$ cat src/rtl/noc_pkg.sv
// Shared NoC router types and constants.
// Used by the crossbar input-side steering logic.
package noc_pkg;
  localparam int PORT_N = 5;
  localparam int DATA_W = 32;
  localparam int VCH_N  = 2;
  localparam int VCH_W  = 2;
  localparam int VCH_IW = (VCH_N > 1) ? $clog2(VCH_N) : 1;

  localparam logic [1:0] FLIT_TYPE_BODY     = 2'b00;
  localparam logic [1:0] FLIT_TYPE_HEAD     = 2'b01;
  localparam logic [1:0] FLIT_TYPE_TAIL     = 2'b10;
  localparam logic [1:0] FLIT_TYPE_HEADTAIL = 2'b11;

  typedef struct packed {
    logic              valid;
    logic [VCH_W-1:0]  vch;
    logic [DATA_W-1:0] data;
  } router_i_t;

  typedef enum logic {
    VC_IDLE,
    VC_ACTIVE
  } vc_state_t;

  function automatic logic is_onehot(input logic [PORT_N-1:0] x);
    return (x != '0) && ((x & (x - 1'b1)) == '0);
  endfunction
endpackage

$ cat src/rtl/vc_route_reg.sv
// Per-virtual-channel wormhole state: packet-open flag and latched route.
// Only sees flits the top level has already accepted for this VC.
module vc_route_reg
  import noc_pkg::*;
(
  input  logic              clk,
  input  logic              rst,
  input  logic              flit_valid,
  input  logic [1:0]        flit_type,
  input  logic [PORT_N-1:0] route,
  output logic [PORT_N-1:0] route_q,
  output logic              busy
);
  vc_state_t state;

  always_ff @(posedge clk or posedge rst) begin
    if (rst) begin
      state   <= VC_IDLE;
      route_q <= '0;
    end else if (flit_valid) begin
      case (flit_type)
        FLIT_TYPE_HEAD: begin
          state   <= VC_ACTIVE;
          route_q <= route;
        end
        FLIT_TYPE_HEADTAIL,
        FLIT_TYPE_TAIL: state <= VC_IDLE;
        default: ;
      endcase
    end
  end

  assign busy = (state == VC_ACTIVE);
endmodule

$ cat src/rtl/xbar_demux.sv
// Crossbar input-side demux: steers each flit to one output lane,
// holding the head's route per VC until the tail closes the packet.
module xbar_demux
  import noc_pkg::*;
(
  input  logic                         clk,
  input  logic                         rst,
  input  router_i_t                    demux_i,
  input  logic [PORT_N-1:0]            route_i,
  output router_i_t [PORT_N-1:0]       demux_o,
  output logic [PORT_N-1:0]            sel_o,
  output logic [VCH_N-1:0]             busy_o,
  output logic                         err_o
);
  logic [1:0]        ftype;
  logic [VCH_IW-1:0] vidx;
  logic              vch_ok;
  logic              is_head;
  logic              accept;
  logic              err;
  logic [PORT_N-1:0] sel;
  logic [VCH_N-1:0]  busy;
  logic [PORT_N-1:0] route_q [VCH_N];

  assign ftype   = demux_i.data[DATA_W-1:DATA_W-2];
  assign vidx    = demux_i.vch[VCH_IW-1:0];
  assign vch_ok  = demux_i.vch < VCH_W'(VCH_N);
  assign is_head = ftype == FLIT_TYPE_HEAD ||
                   ftype == FLIT_TYPE_HEADTAIL;

  always_comb begin
    sel    = '0;
    err    = 1'b0;
    accept = 1'b0;
    if (demux_i.valid) begin
      priority case (1'b1)
        !vch_ok: err = 1'b1;
        is_head && !is_onehot(route_i): err = 1'b1;
        is_head: begin
          sel    = route_i;
          accept = 1'b1;
          // A head on an open packet means its tail was lost.
          err    = ftype == FLIT_TYPE_HEAD && busy[vidx];
        end
        busy[vidx]: begin
          sel    = route_q[vidx];
          accept = 1'b1;
        end
        default: err = 1'b1;
      endcase
    end
  end

  for (genvar v = 0; v < VCH_N; v++) begin : g_vc
    vc_route_reg u_vc (
      .clk        (clk),
      .rst        (rst),
      .flit_valid (accept && vidx == VCH_IW'(v)),
      .flit_type  (ftype),
      .route      (route_i),
      .route_q    (route_q[v]),
      .busy       (busy[v])
    );
  end

  assign busy_o = busy;

  always_ff @(posedge clk or posedge rst) begin
    if (rst) begin
      demux_o <= '0;
      sel_o   <= '0;
      err_o   <= 1'b0;
    end else begin
      for (int i = 0; i < PORT_N; i++)
        demux_o[i] <= sel[i] ? demux_i : '0;
      sel_o <= sel;
      err_o <= err;
    end
  end
endmodule

$ cat config.mk
export PLATFORM = sky130hd
export DESIGN_NAME = xbar_demux
export DESIGN_NICKNAME = d
export VERILOG_FILES = /design/src/rtl/noc_pkg.sv /design/src/rtl/vc_route_reg.sv /design/src/rtl/xbar_demux.sv
export SDC_FILE = /design/constraint.sdc
export NUM_CORES = 1
export LEC_CHECK = 0
export ABC_AREA = 1
export CAP_MARGIN = 15
export CORE_MARGIN = 1.5
export CORE_UTILIZATION = 35
export CTS_BUF_LIST = sky130_fd_sc_hd__clkbuf_8 sky130_fd_sc_hd__clkbuf_16
export DETAILED_ROUTE_END_ITERATION = 7
export PLACE_DENSITY = 0.66
export SYNTH_ARGS = -nofsm -noshare
export SYNTH_HDL_FRONTEND = slang
export SYNTH_SLANG_ARGS = --single-unit
$ cat constraint.sdc
create_clock -name clk -period 7.7 [get_ports clk]
set_input_delay 0.77 -clock clk [delete_from_list [all_inputs] [get_ports clk]]
set_output_delay 0.77 -clock clk [all_outputs]
set_load 0.02 [all_outputs]
### Yosys cells after proc, flatten, opt, wreduce, memory -nomap -nowiden

Index checks and enable logic that the tools add are counted.
W data, S select, Z words.

* input port bits: 42
* output and inout port bits: 183
* register bits after elaboration: 193
* logic and storage cells: 72

* $lt $le $gt $ge: 3
* $add $sub $neg: 1
* bitwise gates (word level): 3
* equal/unequal tests: 3
* multiplexer cells: 26
* reductions and logical operators: 15

Operator list (number)
* $mux W35: 5
* $mux W5: 8
* $mux W1: 12
* $reduce_and A2 Y1: 4
* $and A5 B5 Y5: 1
* $logic_and A1 B1 Y1: 5
* $logic_not A5 Y1: 1
* $reduce_bool A5 Y1: 1
* $sub A5 B1 Y5 const B: 1
* $eq A2 B2 Y1 const B: 2
* $eq A2 B1 Y1 const B: 1
* $ge A2 B2 Y1 const B: 1
* $lt A1 B2 Y1 const B: 1
* $lt A2 B2 Y1 const B: 1
* $not A1 Y2: 1
* $pmux W1 S2: 1
* $reduce_bool A2 Y1: 1
* $reduce_or A2 Y1: 1
* $logic_not A1 Y1: 1
* $logic_or A1 B1 Y1: 1
* $not A1 Y1: 1

### Longest topological paths before layout

* word-level depth: 11
* gate-level depth with buffers: 12
* gate-level depth less buffers: 11

### By module

Synthesis repeated with hierarchy kept, for this count alone.

* cell total of the unflattened synthesis: 536
* area total of the unflattened synthesis: 6338.6 um^2

Modules (own cells, without submodules)
* xbar_demux: instances 1, area each 5820.6 um^2, cells an instance 474
* vc_route_reg: instances 2, area each 259.0 um^2, cells an instance 31

### Worst setup path before layout

No wires, ideal clock.

* path kind: input -> register
* start point: input port demux_i[32] (netlist name)
* end point: register demux_o[101] (netlist name)
* required time: 7.629 ns
* path buffers: 3
* arrival time: 1.813 ns
* path slack: 5.816 ns
* cell stages on the path: 10
* cells stage by stage: buf_2 > inv_2 > buf_2 > nand2_1 > nand2_1 > nand2_1 > o21ai_0 > nand3_2 > buf_6 > nor2_1

* cells in the longest elaborated chain, start to end: 10
* elaborated cells on any way between the ends: 13
* classes of those cells: 1 x order compare; 11 x mux; 1 x bitwise

RTL lines
* start: declaration: line xbar_demux.sv:8 `input router_i_t demux_i,`
* $not A1 Y2 (implied by the code): line xbar_demux.sv:46 `sel = route_q[vidx];`
* $mux W5 (implied by the code) (3 in series): line xbar_demux.sv:46
* $mux W5 (3 in series): line xbar_demux.sv:36 `priority case (1'b1)`
* $mux W5 *: line xbar_demux.sv:36
* $mux W5 *: line xbar_demux.sv:35 `if (demux_i.valid) begin`
* $mux W35 *: line xbar_demux.sv:75 `demux_o[i] <= sel[i] ? demux_i : '0;`
* end signal: indexed assignment: line xbar_demux.sv:75
* end: declaration: line xbar_demux.sv:10 `output router_i_t [PORT_N-1:0] demux_o,`

Every way passes the cells marked *; elsewhere a longest branch is shown, timed or not. The select of a mux whose other input is x is not followed.
A chain may end at the register's enable or synchronous reset.

### Worst setup path after layout

* start point: input port demux_i[32] (netlist name)
* end point: register demux_o[135] (netlist name)

* cells in the longest elaborated chain, start to end: 10
* elaborated cells on any way between the ends: 13
* classes of those cells: 1 x order compare; 11 x mux; 1 x bitwise

RTL lines
* $not A1 Y2 (implied by the code): line xbar_demux.sv:46
* $mux W5 (implied by the code) (3 in series): line xbar_demux.sv:46
* $mux W5 (3 in series): line xbar_demux.sv:36
* $mux W5 *: line xbar_demux.sv:36
* $mux W5 *: line xbar_demux.sv:35
* named net sel[3]: line xbar_demux.sv:21 `logic [PORT_N-1:0] sel;`
* $mux W35 *: line xbar_demux.sv:75

Mark *: on every way through the listed nets, which the timed path passes. The rest lies on a longest branch. The select of a mux whose other input is x is not followed.

==> flow_metrics.py <==
metrics = {
    "status": {
        "outcome": "finished clean",
    },
    "cts": {
        "cts_buffer_depth": 2,
        "cts_setup_buffers": 0,
        "cts_sinks": 188,
        "htree_levels": 4,
        "hold_buffers": 0,
        "clock_latency_ps": 420,
        "post_cts_resized": 0,
        "cts_buffers": 17,
        "clk_pin_slew_worst_paths_ps": 70,
        "cts_tree": "done",
        "cts_root_buf": "clkbuf_16",
    },
    "detailed_routing": {
        "vias_per_cell": 4.38,
        "drt_pass1_iterations": 4,
        "vias": 4341,
        "drcViolationCount": 0,
        "drt_wl_total_um": 14900,
        "wire_per_inst_um": 15.0,
        "first_iter_violations": 172,
        "ant_nets": 0,
    },
    "setup_path": {
        "start_kind": "input pin",
        "arrival_ps": 3240,
        "path_buf_inv": 5,
        "path_cells": "clkdlybuf4s50_1 > inv_2 > nand2_1 > nand2_1 > nand2_1 > inv_2 > nand2_1 > o21ai_0 > nand3_2 > inv_1 > nand2_1 > inv_1",
        "worstSetupPathType": "in2reg",
        "cp_top_family": "buffers and inverters",
        "end_kind": "flop",
        "cp_slowest_stage_delay_ps": 690,
        "path_common_cell": "nand2_1",
        "cp_max_fo": 33,
        "required_ps": 8060,
        "crit_slowest_cell": "nand3_2",
    },
    "global_routing": {
        "grt_max_degree": 116,
        "first_global_vias": 4399,
        "grt_pass1_wl_um": 22800,
        "gr-usage-all-layers": 0.164,
        "grt_overflow": 0,
        "antenna_found_initial": 0,
    },
    "yosys": {
        "netlist_area_um2": 6230,
        "synth-seq-cells": 188,
        "synth_top_cell_area_share": 0.756,
        "syn_avg_cell_area_um2": 11.7,
        "synthArstFlopShare": 1.00,
        "synth_cell_types": 19,
        "syn_inst": 531,
        "synth_warnings": 0,
        "ys_seq_area_frac": 0.756,
        "yosys-top-cells-area": "dfrtp_1 76%, nor2_1 9.9%, nand2_1 3.7%",
        "ys.flop_type": "dfrtp_1",
        "synth_edf_count": 0,
        "synth_top_cell_by_area": "dfrtp_1",
    },
    "final_layout": {
        "drive_gt1_frac": 0.0627,
        "finalNetCount": 795,
        "multi_input_area_um2": 1090,
        "syn_to_final_growth_pct": 46.6,
        "diodes": 0,
        "seqCellArea_um2": 4700,
        "final_cell_area_um2": 9130,
        "fillCellCount": 1476,
    },
    "sta": {
        "setup_viol": 0,
        "skew_ps": 7.26,
        "timing.slew.headroom": 0.330,
        "max_freq_mhz": 348,
        "period_share": 0.374,
        "period_needed_ps": 2880,
        "worst_pin_slew_ps": 1000,
        "rsz0062_at_grt": "no",
        "tns_ps": 0,
        "slew_viol_final": 0,
        "hold_viol": 0,
        "layout_setup_ws_ps": 4820,
    },
    "die": {
        "pin_count": 225,
        "die-area_um2": 18600,
        "die_h_um": 136,
        "dieWidth_um": 136,
        "core_um2": 17400,
        "start_util": 0.359,
        "rows": 48,
    },
    "power": {
        "p_leak_nw": 4.61,
        "ir_drop_mv": 0.136,
        "power.density_nw_per_um2": 222,
    },
    "placement": {
        "numPortBuffers": 224,
        "dp_slack_ps": 4410,
        "gp_congestion": 0.881,
        "hpwl_um": 10300,
        "placed_area_um2": 8540,
    },
    "run": {
        "drv_cap": 0,
    },
    "worst_hold_path": {
        "min_path_type": "reg2reg",
    },
}
metrics by stage:
stage               hold WS (ps)   util  std cells  total power [mW]
floorplan                    442      -        535              1.12
global placement             463  0.492        959              1.18
detailed placement           469  0.492        959              1.19
CTS                          488  0.526        991              2.05
global route                 520  0.526        991              2.10
finish                       483  0.526        991              2.03
routing by layer:
layer	vias up	GRT usage	wire length, µm
met5	-	0	0
met4	0	0.0751	384
met3	27	0.0488	1170
met2	188	0.275	7500
met1	2120	0.193	5850
li1	2006	-	-
cell usage in the layout, fill, tap and decap left out, drive strengths merged:
master,netlist,routed
a21boi,1,1
a21oi,2,2
a31oi,1,1
buf,25,1
bufinv,0,1
clkbuf,1,18
clkdlybuf4s50,0,224
clkinv,0,4
clkinvlp,0,3
conb,1,5
dfrtp,188,188
inv,56,62
nand2,61,61
nand3,21,21
nand4,1,1
nor2,168,168
o21ai,5,5
kinds of logic after synthesis:
kind of cell | synth area share
compound gates | 0.0103
buf+inv | 0.0723
flops | 0.756
other cells | 0.000602
simple gates | 0.161
cell usage after synthesis, types with 2 or more instances:
cell and instances:
buf_4 7, inv_1 52, a21oi_1 2, inv_2 4, o21ai_0 4, nor2_1 165, buf_2 3, nand2_1 61
buf_6 15, nand3_2 5, nor2_2 3, nand3_1 16, dfrtp_1 188
flip-flops by register name, summed over array words and instances, names as in the netlist:
signal / cells
demux_o: 171
g_vc.u_vc.route_q: 10
sel_o: 4
g_vc.u_vc.busy: 2
err_o: 1
area by class of cell:
cell class | count | share of cell area
clock buffers | 18 | 0.0481
clock inverters | 14 | 0.0167
inverters | 56 | 0.0236
multi-input cells | 265 | 0.119
flip-flops and latches | 188 | 0.515
well taps | 225 | 0.0308
repair buffers | 225 | 0.246
path summary, 6_finish.rpt:
check	startpoint	to	slack, ps	depth (start not counted)
setup / recovery	demux_i[32]	demux_o[135]	4820	12
max in group asynchronous	rst	demux_o[113]	5310	3
setup reg to reg	g_vc[0].u_vc.busy	demux_o[135]	5650	10
min in group asynchronous	rst	demux_o[138]	930	2
hold / removal	g_vc[1].u_vc.route_q[1]	g_vc[1].u_vc.route_q[1]	480	2
hold reg to reg	g_vc[1].u_vc.route_q[1]	g_vc[1].u_vc.route_q[1]	480	2
tightest hold or removal path: stages, from the launching register on:
cell	delay, ps
dfrtp_1	350
nand2_1	60
nand2_1	50
power by group:
part           total [mW]  internal [mW]  switching [mW]
clock network       0.860          0.469           0.391
registers            1.02           1.01          0.0114
logic               0.146         0.0560          0.0902
total                2.03           1.53           0.493
(Power assumes the default switching activity.)
